File: src/rtl/softmc_pcie_bridge_if.sv
// ============================================================================
//  Module      : softmc_pcie_bridge_if
//  Description : RIFFA channel, SoftMC instruction and readback-FIFO signals
//                seen by the SoftMC PCIe bridge.
//  Revision    : 1.0 - initial release
// ============================================================================
`default_nettype none

interface softmc_pcie_bridge_if #(
   parameter int C_PCI_DATA_WIDTH = 64,
   parameter int DQ_WIDTH         = 64
);
   logic                        CHNL_RX_CLK;
   logic                        CHNL_RX;
   logic                        CHNL_RX_ACK;
   logic                        CHNL_RX_LAST;
   logic [31:0]                 CHNL_RX_LEN;
   logic [30:0]                 CHNL_RX_OFF;
   logic [C_PCI_DATA_WIDTH-1:0] CHNL_RX_DATA;
   logic                        CHNL_RX_DATA_VALID;
   logic                        CHNL_RX_DATA_REN;

   logic                        CHNL_TX_CLK;
   logic                        CHNL_TX;
   logic                        CHNL_TX_ACK;
   logic                        CHNL_TX_LAST;
   logic [31:0]                 CHNL_TX_LEN;
   logic [30:0]                 CHNL_TX_OFF;
   logic [C_PCI_DATA_WIDTH-1:0] CHNL_TX_DATA;
   logic                        CHNL_TX_DATA_VALID;
   logic                        CHNL_TX_DATA_REN;

   logic                        app_en;
   logic                        app_ack;
   logic [31:0]                 app_instr;

   logic                        rdback_fifo_empty;
   logic                        rdback_fifo_rden;
   logic [DQ_WIDTH*4-1:0]       rdback_data;

   // master: the bridge; slave: the host channel, memory controller and FIFO
   modport master (
      output CHNL_RX_CLK, CHNL_RX_ACK, CHNL_RX_DATA_REN,
      output CHNL_TX_CLK, CHNL_TX, CHNL_TX_LAST, CHNL_TX_LEN, CHNL_TX_OFF,
      output CHNL_TX_DATA, CHNL_TX_DATA_VALID,
      output app_en, app_instr, rdback_fifo_rden,
      input  CHNL_RX, CHNL_RX_LAST, CHNL_RX_LEN, CHNL_RX_OFF, CHNL_RX_DATA,
      input  CHNL_RX_DATA_VALID, CHNL_TX_ACK, CHNL_TX_DATA_REN,
      input  app_ack, rdback_fifo_empty, rdback_data
   );

   modport slave (
      input  CHNL_RX_CLK, CHNL_RX_ACK, CHNL_RX_DATA_REN,
      input  CHNL_TX_CLK, CHNL_TX, CHNL_TX_LAST, CHNL_TX_LEN, CHNL_TX_OFF,
      input  CHNL_TX_DATA, CHNL_TX_DATA_VALID,
      input  app_en, app_instr, rdback_fifo_rden,
      output CHNL_RX, CHNL_RX_LAST, CHNL_RX_LEN, CHNL_RX_OFF, CHNL_RX_DATA,
      output CHNL_RX_DATA_VALID, CHNL_TX_ACK, CHNL_TX_DATA_REN,
      output app_ack, rdback_fifo_empty, rdback_data
   );
endinterface

`default_nettype wire

File: src/rtl/softmc_pcie_bridge.sv
// ============================================================================
//  Module      : softmc_pcie_bridge
//  Description : RIFFA <-> SoftMC bridge. RX unpacks 32-bit instructions onto
//                app_en/app_ack; TX streams readback-FIFO entries as bursts.
//                Define SOFTMC_PCIE_PERF_CNT_EN to add instr/rdback counters.
//  Revision    : 1.0 - initial release
// ============================================================================
`default_nettype none

module softmc_pcie_bridge #(
   parameter int C_PCI_DATA_WIDTH = 64,
   parameter int DQ_WIDTH         = 64
) (
   input  wire logic            clk,
   input  wire logic            rst,
   softmc_pcie_bridge_if.master bus
`ifdef SOFTMC_PCIE_PERF_CNT_EN
   ,
   output logic [31:0]          instr_count,
   output logic [31:0]          rdback_count
`endif
);

   localparam int SLOTS = C_PCI_DATA_WIDTH / 32;
   localparam int BEATS = DQ_WIDTH * 4 / C_PCI_DATA_WIDTH;
   localparam int TXLEN = DQ_WIDTH / 8;
   localparam int SW    = (SLOTS > 1) ? $clog2(SLOTS) : 1;
   localparam int CW    = $clog2(SLOTS + 1);
   localparam int BW    = (BEATS > 1) ? $clog2(BEATS) : 1;

   typedef enum logic [0:0] {
      TX_IDLE = 1'b0,
      TX_SEND = 1'b1
   } tx_state_t;

   // ------------------------------------------------------------------ RX
   logic                        r_rx_d;
   logic                        r_rx_ack;
   logic [31:0]                 r_remaining;
   logic [C_PCI_DATA_WIDTH-1:0] r_word;
   logic [SW-1:0]               r_slot;
   logic [CW-1:0]               r_cnt;

   logic                        w_rx_rise;
   logic                        w_held;
   logic                        w_last_slot;
   logic                        w_accept;
   logic                        w_rx_ren;
   logic                        w_capture;
   logic [CW-1:0]               w_take;

   assign w_rx_rise   = bus.CHNL_RX & ~r_rx_d;
   assign w_held      = (r_cnt != '0);
   assign w_last_slot = (CW'(r_slot) == (r_cnt - CW'(1)));
   assign w_accept    = w_held & bus.app_ack;
   // Refill in the same cycle the last held slot is accepted, so no bubble
   assign w_rx_ren    = ~w_held | (w_accept & w_last_slot);
   assign w_capture   = bus.CHNL_RX_DATA_VALID & w_rx_ren;
   assign w_take      = (r_remaining >= 32'(SLOTS)) ? CW'(SLOTS) : r_remaining[CW-1:0];

   always_ff @(posedge clk) begin
      if (rst) begin
         r_rx_d      <= 1'b0;
         r_rx_ack    <= 1'b0;
         r_remaining <= '0;
         r_word      <= '0;
         r_slot      <= '0;
         r_cnt       <= '0;
      end else begin
         r_rx_d   <= bus.CHNL_RX;
         r_rx_ack <= w_rx_rise;

         if (w_capture) begin
            r_word <= bus.CHNL_RX_DATA;
            r_slot <= '0;
            r_cnt  <= w_take;
         end else if (w_accept) begin
            if (w_last_slot) begin
               r_cnt  <= '0;
               r_slot <= '0;
            end else begin
               r_slot <= r_slot + 1'b1;
            end
         end

         if (w_rx_rise) begin
            r_remaining <= bus.CHNL_RX_LEN;
         end else if (w_capture) begin
            r_remaining <= r_remaining - 32'(w_take);
         end
      end
   end

   assign bus.CHNL_RX_CLK      = clk;
   assign bus.CHNL_RX_ACK      = r_rx_ack;
   assign bus.CHNL_RX_DATA_REN = w_rx_ren;
   assign bus.app_en           = w_held;
   assign bus.app_instr        = r_word[32*r_slot +: 32];

   // ------------------------------------------------------------------ TX
   tx_state_t             r_state;
   tx_state_t             w_state_nxt;
   logic [BW-1:0]         r_beat;
   logic [BW-1:0]         w_beat_nxt;
   logic [DQ_WIDTH*4-1:0] r_hold;
   logic                  w_load;
   logic                  w_done;

   always_ff @(posedge clk) begin
      if (rst) begin
         r_state <= TX_IDLE;
         r_beat  <= '0;
         r_hold  <= '0;
      end else begin
         r_state <= w_state_nxt;
         r_beat  <= w_beat_nxt;
         if (w_load) begin
            r_hold <= bus.rdback_data;
         end
      end
   end

   always_comb begin
      w_state_nxt = r_state;
      w_beat_nxt  = r_beat;
      w_load      = 1'b0;
      w_done      = 1'b0;
      case (r_state)
         TX_IDLE: begin
            if (!bus.rdback_fifo_empty) begin
               w_load      = 1'b1;
               w_beat_nxt  = '0;
               w_state_nxt = TX_SEND;
            end
         end
         TX_SEND: begin
            if (bus.CHNL_TX_DATA_REN) begin
               if (r_beat == BW'(BEATS - 1)) begin
                  w_done      = 1'b1;
                  w_beat_nxt  = '0;
                  w_state_nxt = TX_IDLE;
               end else begin
                  w_beat_nxt  = r_beat + 1'b1;
               end
            end
         end
         default: w_state_nxt = TX_IDLE;
      endcase
   end

   // Pop request is masked during reset so the FIFO never loses an entry then
   assign bus.rdback_fifo_rden   = (r_state == TX_IDLE) & ~rst;
   assign bus.CHNL_TX_CLK        = clk;
   assign bus.CHNL_TX            = (r_state == TX_SEND);
   assign bus.CHNL_TX_DATA_VALID = (r_state == TX_SEND);
   assign bus.CHNL_TX_LAST       = 1'b1;
   assign bus.CHNL_TX_LEN        = 32'(TXLEN);
   assign bus.CHNL_TX_OFF        = '0;
   assign bus.CHNL_TX_DATA       = r_hold[r_beat*C_PCI_DATA_WIDTH +: C_PCI_DATA_WIDTH];

   logic w_unused;
   assign w_unused = &{1'b0, bus.CHNL_RX_LAST, bus.CHNL_RX_OFF, bus.CHNL_TX_ACK};

`ifdef SOFTMC_PCIE_PERF_CNT_EN
   logic [31:0] r_instr_count;
   logic [31:0] r_rdback_count;

   always_ff @(posedge clk) begin
      if (rst) begin
         r_instr_count  <= '0;
         r_rdback_count <= '0;
      end else begin
         if (w_accept) begin
            r_instr_count <= r_instr_count + 32'd1;
         end
         if (w_done) begin
            r_rdback_count <= r_rdback_count + 32'd1;
         end
      end
   end

   assign instr_count  = r_instr_count;
   assign rdback_count = r_rdback_count;
`else
   logic w_unused_done;
   assign w_unused_done = w_done;
`endif

endmodule

`default_nettype wire

File: src/flat_wrapper.sv
// flat-port wrapper written by rule: the top's interface ports become plain ports
module softmc_pcie_bridge_flat 
#(
   parameter int C_PCI_DATA_WIDTH = 64,
   parameter int DQ_WIDTH         = 64
)
  (clk, rst, bus_CHNL_RX_CLK, bus_CHNL_RX_ACK, bus_CHNL_RX_DATA_REN, bus_CHNL_TX_CLK, bus_CHNL_TX, bus_CHNL_TX_LAST, bus_CHNL_TX_LEN, bus_CHNL_TX_OFF, bus_CHNL_TX_DATA, bus_CHNL_TX_DATA_VALID, bus_app_en, bus_app_instr, bus_rdback_fifo_rden, bus_CHNL_RX, bus_CHNL_RX_LAST, bus_CHNL_RX_LEN, bus_CHNL_RX_OFF, bus_CHNL_RX_DATA, bus_CHNL_RX_DATA_VALID, bus_CHNL_TX_ACK, bus_CHNL_TX_DATA_REN, bus_app_ack, bus_rdback_fifo_empty, bus_rdback_data);
  softmc_pcie_bridge_if #(.C_PCI_DATA_WIDTH(C_PCI_DATA_WIDTH), .DQ_WIDTH(DQ_WIDTH)) bus_i ();
  input  wire logic clk;
  input  wire logic rst;
  output wire logic [$bits(bus_i.CHNL_RX_CLK)-1:0] bus_CHNL_RX_CLK;
  output wire logic [$bits(bus_i.CHNL_RX_ACK)-1:0] bus_CHNL_RX_ACK;
  output wire logic [$bits(bus_i.CHNL_RX_DATA_REN)-1:0] bus_CHNL_RX_DATA_REN;
  output wire logic [$bits(bus_i.CHNL_TX_CLK)-1:0] bus_CHNL_TX_CLK;
  output wire logic [$bits(bus_i.CHNL_TX)-1:0] bus_CHNL_TX;
  output wire logic [$bits(bus_i.CHNL_TX_LAST)-1:0] bus_CHNL_TX_LAST;
  output wire logic [$bits(bus_i.CHNL_TX_LEN)-1:0] bus_CHNL_TX_LEN;
  output wire logic [$bits(bus_i.CHNL_TX_OFF)-1:0] bus_CHNL_TX_OFF;
  output wire logic [$bits(bus_i.CHNL_TX_DATA)-1:0] bus_CHNL_TX_DATA;
  output wire logic [$bits(bus_i.CHNL_TX_DATA_VALID)-1:0] bus_CHNL_TX_DATA_VALID;
  output wire logic [$bits(bus_i.app_en)-1:0] bus_app_en;
  output wire logic [$bits(bus_i.app_instr)-1:0] bus_app_instr;
  output wire logic [$bits(bus_i.rdback_fifo_rden)-1:0] bus_rdback_fifo_rden;
  input wire logic [$bits(bus_i.CHNL_RX)-1:0] bus_CHNL_RX;
  input wire logic [$bits(bus_i.CHNL_RX_LAST)-1:0] bus_CHNL_RX_LAST;
  input wire logic [$bits(bus_i.CHNL_RX_LEN)-1:0] bus_CHNL_RX_LEN;
  input wire logic [$bits(bus_i.CHNL_RX_OFF)-1:0] bus_CHNL_RX_OFF;
  input wire logic [$bits(bus_i.CHNL_RX_DATA)-1:0] bus_CHNL_RX_DATA;
  input wire logic [$bits(bus_i.CHNL_RX_DATA_VALID)-1:0] bus_CHNL_RX_DATA_VALID;
  input wire logic [$bits(bus_i.CHNL_TX_ACK)-1:0] bus_CHNL_TX_ACK;
  input wire logic [$bits(bus_i.CHNL_TX_DATA_REN)-1:0] bus_CHNL_TX_DATA_REN;
  input wire logic [$bits(bus_i.app_ack)-1:0] bus_app_ack;
  input wire logic [$bits(bus_i.rdback_fifo_empty)-1:0] bus_rdback_fifo_empty;
  input wire logic [$bits(bus_i.rdback_data)-1:0] bus_rdback_data;
  assign bus_CHNL_RX_CLK = bus_i.CHNL_RX_CLK;
  assign bus_CHNL_RX_ACK = bus_i.CHNL_RX_ACK;
  assign bus_CHNL_RX_DATA_REN = bus_i.CHNL_RX_DATA_REN;
  assign bus_CHNL_TX_CLK = bus_i.CHNL_TX_CLK;
  assign bus_CHNL_TX = bus_i.CHNL_TX;
  assign bus_CHNL_TX_LAST = bus_i.CHNL_TX_LAST;
  assign bus_CHNL_TX_LEN = bus_i.CHNL_TX_LEN;
  assign bus_CHNL_TX_OFF = bus_i.CHNL_TX_OFF;
  assign bus_CHNL_TX_DATA = bus_i.CHNL_TX_DATA;
  assign bus_CHNL_TX_DATA_VALID = bus_i.CHNL_TX_DATA_VALID;
  assign bus_app_en = bus_i.app_en;
  assign bus_app_instr = bus_i.app_instr;
  assign bus_rdback_fifo_rden = bus_i.rdback_fifo_rden;
  assign bus_i.CHNL_RX = bus_CHNL_RX;
  assign bus_i.CHNL_RX_LAST = bus_CHNL_RX_LAST;
  assign bus_i.CHNL_RX_LEN = bus_CHNL_RX_LEN;
  assign bus_i.CHNL_RX_OFF = bus_CHNL_RX_OFF;
  assign bus_i.CHNL_RX_DATA = bus_CHNL_RX_DATA;
  assign bus_i.CHNL_RX_DATA_VALID = bus_CHNL_RX_DATA_VALID;
  assign bus_i.CHNL_TX_ACK = bus_CHNL_TX_ACK;
  assign bus_i.CHNL_TX_DATA_REN = bus_CHNL_TX_DATA_REN;
  assign bus_i.app_ack = bus_app_ack;
  assign bus_i.rdback_fifo_empty = bus_rdback_fifo_empty;
  assign bus_i.rdback_data = bus_rdback_data;
  softmc_pcie_bridge #(.C_PCI_DATA_WIDTH(C_PCI_DATA_WIDTH), .DQ_WIDTH(DQ_WIDTH)) u_core (.clk(clk), .rst(rst), .bus(bus_i));
endmodule
File: config.mk
export PLATFORM = sky130hd
export DESIGN_NAME = softmc_pcie_bridge_flat
export DESIGN_NICKNAME = d
export VERILOG_FILES = /design/src/rtl/softmc_pcie_bridge_if.sv /design/src/rtl/softmc_pcie_bridge.sv /design/src/flat_wrapper.sv
export SDC_FILE = /design/constraint.sdc
export NUM_CORES = 1
export LEC_CHECK = 0
export BUFFER_PORTS_ARGS = -buffer_cell sky130_fd_sc_hd__buf_4
export CAP_MARGIN = 10
export CORE_AREA = 2 2 220 222
export DETAILED_ROUTE_END_ITERATION = 10
export DIE_AREA = 0 0 222 224
export HOLD_SLACK_MARGIN = 0.12
export SETUP_SLACK_MARGIN = 0.1
export SKIP_CTS_REPAIR_TIMING = 1
export SLEW_MARGIN = 20
export SYNTH_ARGS = -nofsm -noshare
export SYNTH_HDL_FRONTEND = slang
export SYNTH_SLANG_ARGS = --single-unit
File: constraint.sdc
create_clock -name clk -period 6.2 [get_ports clk]
set_input_delay 0.31 -clock clk [delete_from_list [all_inputs] [get_ports clk]]
set_output_delay 0.31 -clock clk [all_outputs]
set_load 0.1 [all_outputs]
Word-level counts from Yosys, hierarchy flattened

Index checks and enable logic that the tools add are counted.

Output and inout port bits: 168
Logic and storage cells: 53
Flip-flop bits (word level): 360
Bits of input ports: 392

Equality and inequality tests: 4
Multiplexer cells: 16
Order comparisons: 1
Add/sub/neg operators: 4
Shift operators: 2
Reduce and logical (&&, ||, !) cells: 7
Bitwise logic cells: 10

Operators with widths:

| cell                | number |
|---|---|
| $shiftx 256x9->64   | 1 |
| $mux 32             | 2 |
| $shiftx 64x7->32    | 1 |
| $ge 32x2->1 const B | 1 |
| $sub 32x2->32       | 1 |
| $mux 2              | 7 |
| $reduce_bool 2->1   | 4 |
| $and 1x1->1         | 5 |
| $mux 1              | 5 |
| $ne 2x2->1 const B  | 2 |
| $not 1->1           | 4 |
| $pmux 2 s2          | 1 |
| $reduce_and 2->1    | 2 |
| $add 2x1->2 const B | 1 |
| $eq 1x2->1          | 1 |
| $eq 2x2->1 const B  | 1 |
| $pmux 1 s2          | 1 |
| $reduce_or 2->1     | 1 |
| $sub 2x1->2 const B | 1 |
| $add 1x1->1 const B | 1 |
| $or 1x1->1          | 1 |

Depth between registers and ports, before layout

Depth after elaboration: 7
Depth in mapped cells: 11

==> metrics.log <==
INFO  metric grt_use_total = between 10% and 20%
INFO  metric placedInstanceArea = ~19000 um^2
INFO  metric final_cell_area = 24080 um^2
INFO  metric flow.area_growth_from_synthesis = 55.67%
INFO  metric setup.worst_path.end_class = primary output
INFO  metric first_global_vias = between 10000 and 15000
INFO  metric drt-wirelength-per-cell = between 15 and 20 um
INFO  metric final_max_slew_viol_count = 0
INFO  metric number_of_flops_mapped_to_enable_cells_by_yosys = 0
INFO  metric post_synth_main_area_contributors = dfxtp_1 (47%), nand2_1 (16%), a21oi_1 (10%), mux4_2 (9.3%), buf_4 (3.3%)
INFO  metric setup_tns = 0 ns
INFO  metric power_leakage = 0.009902 uW
INFO  metric yosys.area.top_type = dfxtp_1
INFO  metric synth_cell_type_count = just under 60
INFO  metric postSynthRegisterBits = 360
INFO  metric initial_utilization = 32.67%
INFO  metric hp-class = input port to register
INFO  metric worstPathMaxFanout = 2
INFO  metric top_usage_layer = met2
INFO  metric relative_slew_slack = between 30% and 40%
INFO  metric port-buffer-count = between 400 and 500
INFO  metric gp_routability_congestion = 0.8058
INFO  metric syn_area = approximately 15000 um^2
INFO  metric antennaDiodeCount = 0
INFO  metric drt_iter0_markers = between 1000 and 1500
INFO  metric initial_antenna_violation_count = 3
INFO  metric global_route.usage.met2 = roughly 30%
INFO  metric groute.layer.met3.usage = a little under 7%
INFO  metric placementRows = 80
INFO  metric design.core.area = ~47000 um^2
INFO  metric final.setup_skew = around 0.015 ns
INFO  metric yosys_warnings = 0
INFO  metric worst_flop_to_flop_path_startpoint = u_core.r_remaining[20]
INFO  metric yosys.area.top_type_share = 46.60%
INFO  metric tightestPinTransition = 1.046 ns
INFO  metric drt-total-wl = 51.66 mm
INFO  metric met1_global_route_usage = approximately 23%
INFO  metric die_w = between 200 and 250 um
INFO  metric critPathArrivalTime = approximately 3.6 ns
INFO  metric cts_tree = yes
INFO  metric hpwl = between 30 and 40 mm
INFO  metric worst_ir_drop_vdd = 0.0001807 V
INFO  metric top_ff_cell_synth = dfxtp_1
INFO  metric grt_max_degree = 173
INFO  metric floorplan.die_area = 49730 um^2
INFO  metric nets = roughly 3000
INFO  metric finalNonFillerCells = around 3200
INFO  metric critical_path_required = ~5.9 ns
INFO  metric setup.worst_path.start_class = clock port
INFO  metric detail_route_antenna_nets = 0
INFO  metric synth.yosys.seq_area_share = a little under half
INFO  metric cts.clk_slew.worst_paths = around 0.060 ns
INFO  metric grt_setup_unrepaired = false
INFO  metric top_level_ports = 560
INFO  metric status = completed
INFO  metric final-setup-viol-count = 0
INFO  metric power_per_cell_area = approximately 280 nW/um^2
INFO  metric route.detailed.drc = 0
INFO  metric final_hold_violating_endpoints = 0
INFO  metric worstSetupPathType = clock port to primary output
INFO  metric placed_instances = between 2000 and 3000
INFO  metric synth_async_sr_flop_share = 0%
INFO  metric die-height = about 220 um
INFO  metric cap_viol_max_count = 0
INFO  metric grt_pass1_wl = about 73 mm
INFO  metric critPathLaunch = clk
INFO  metric number_of_detailed_routing_iterations_run_before_antenna_repair = 5
INFO  metric grt_overflow = 0
INFO  metric clk_latency = ~0.66 ns
INFO  metric syn_inst = approximately 1800
INFO  metric hp_start = rst
INFO  metric post_drt_via_cell_ratio = approximately 4.8
INFO  metric avgSynthCellArea = around 8.4 um^2
INFO  metric layout-drive-gt1-share = about a quarter
INFO  metric detailroute.via_count = roughly 15000
[placed cells by master, fill, tap and decap left out, types with 3 or more instances in the layout]
cell type      synthesis  routed
or3_1                 10      10
nor2b_1                4       4
o31ai_1                5       5
clkbuf_8               0       6
xnor2_1                8       8
dfxtp_1              360     358
nand2_1              653     653
nand4_1                3       3
a311oi_1              12      12
clkbuf_1             126      13
a32oi_1                3       3
inv_1                  7       7
a21oi_1              323     323
nand3_1                6       6
ha_1                   3       3
o21ai_0                7       7
a211oi_1              11      11
a31oi_1                3       3
conb_1                 2      65
clkinv_2               0       8
buf_4                 68     471
nor3_1                14      14
mux2_2                32      32
or2_2                  5       4
nor2_1                41      40
clkbuf_16              0      49
mux4_2                64      64
dlygate4sd3_1          0     358
nor4_1                16      16
or4_1                  7       7
[metrics by stage]
stage	utilization, %	hold slack (ns)	setup WS, ns	power, uW
after floorplan	-	0.4059	2.578	3641
after global placement	40.24	0.4236	2.578	3956
after detailed placement	40.24	0.4374	2.578	3975
after CTS	43.27	-0.1566	2.298	6550
after global routing	50.85	0.1921	2.297	6955
final	50.85	0.1504	2.300	6676
[critical path, cell delays in order]
cell and delay (ns):
clkbuf_16 0.13, clkbuf_16 0.13, buf_4 0.22
[worst paths after layout]
path,endpoint,slack (ns),depth (start not counted)
setup / recovery,bus_CHNL_TX_CLK,2.30,3
hold / removal,u_core.r_slot,0.15,2
setup reg to reg,u_core.r_remaining[26],3.17,8
hold reg to reg,u_core.r_word[44],0.45,2
[synth_stat cells, types with 3 or more instances]
master	n
xnor2_1	8
nand2_1	653
mux2_2	32
a211oi_1	11
or3_1	10
dfxtp_1	360
nand4_1	3
a21oi_1	323
nand3_1	6
mux4_2	64
nor3_1	14
inv_1	7
or2_2	5
ha_1	3
a31oi_1	3
nor2b_1	4
o21ai_0	7
nor4_1	16
nor2_1	41
buf_4	68
a32oi_1	3
buf_1	15
a311oi_1	12
o31ai_1	5
or4_1	7
clkbuf_1	126
[power breakdown]
group	internal (uW)	switching [uW]	total, uW
Combinational	539	918	1460
Clock	1560	1110	2670
Sequential	2460	92.5	2550
Total	4560	2120	6680
[area by class of cell]
type	instances	area, um^2
inverters	7	26.28
clock buffers	70	1373
clock inverters	10	77.57
well taps	615	769.5
multi-input cells	1334	7445
repair buffers	831	7171
flip-flops and latches	360	7214
fillers	4255	23270
[layer usage]
layer / vias to the layer above / wire length (um)
li1: 7593 / -
met1: 7224 / 21590
met2: 495 / 25260
met3: 111 / 3459
met4: 6 / 1312
met5: - / 43
[kinds of logic (layout without fill, tap and decap cells)]
family | Yosys count | in the layout | synth area share (%)
flip-flops | 360 | 360 | 46.60
multiplexers | 97 | 97 | 11.71
adder cells (fa/ha/maj) | 3 | 3 | 0.2427
AND/OR/NAND/NOR | 779 | 779 | 20.54
buffers and inverters | 218 | 918 | 6.957
AO/OA/AOI/OAI | 380 | 380 | 13.33
other | 2 | 65 | 0.04856
XOR/XNOR | 10 | 10 | 0.5663
[sequential cells by signal (all words and copies together), names as in the netlist]
register / count
u_core.bus.CHNL_RX_ACK: 1
u_core.bus.CHNL_TX: 1
u_core.r_beat: 2
u_core.r_cnt: 2
u_core.r_hold: 256
u_core.r_remaining: 32
u_core.r_rx_d: 1
u_core.r_slot: 1
u_core.r_word: 64
No activity file was read; power rests on OpenSTA's default activity.
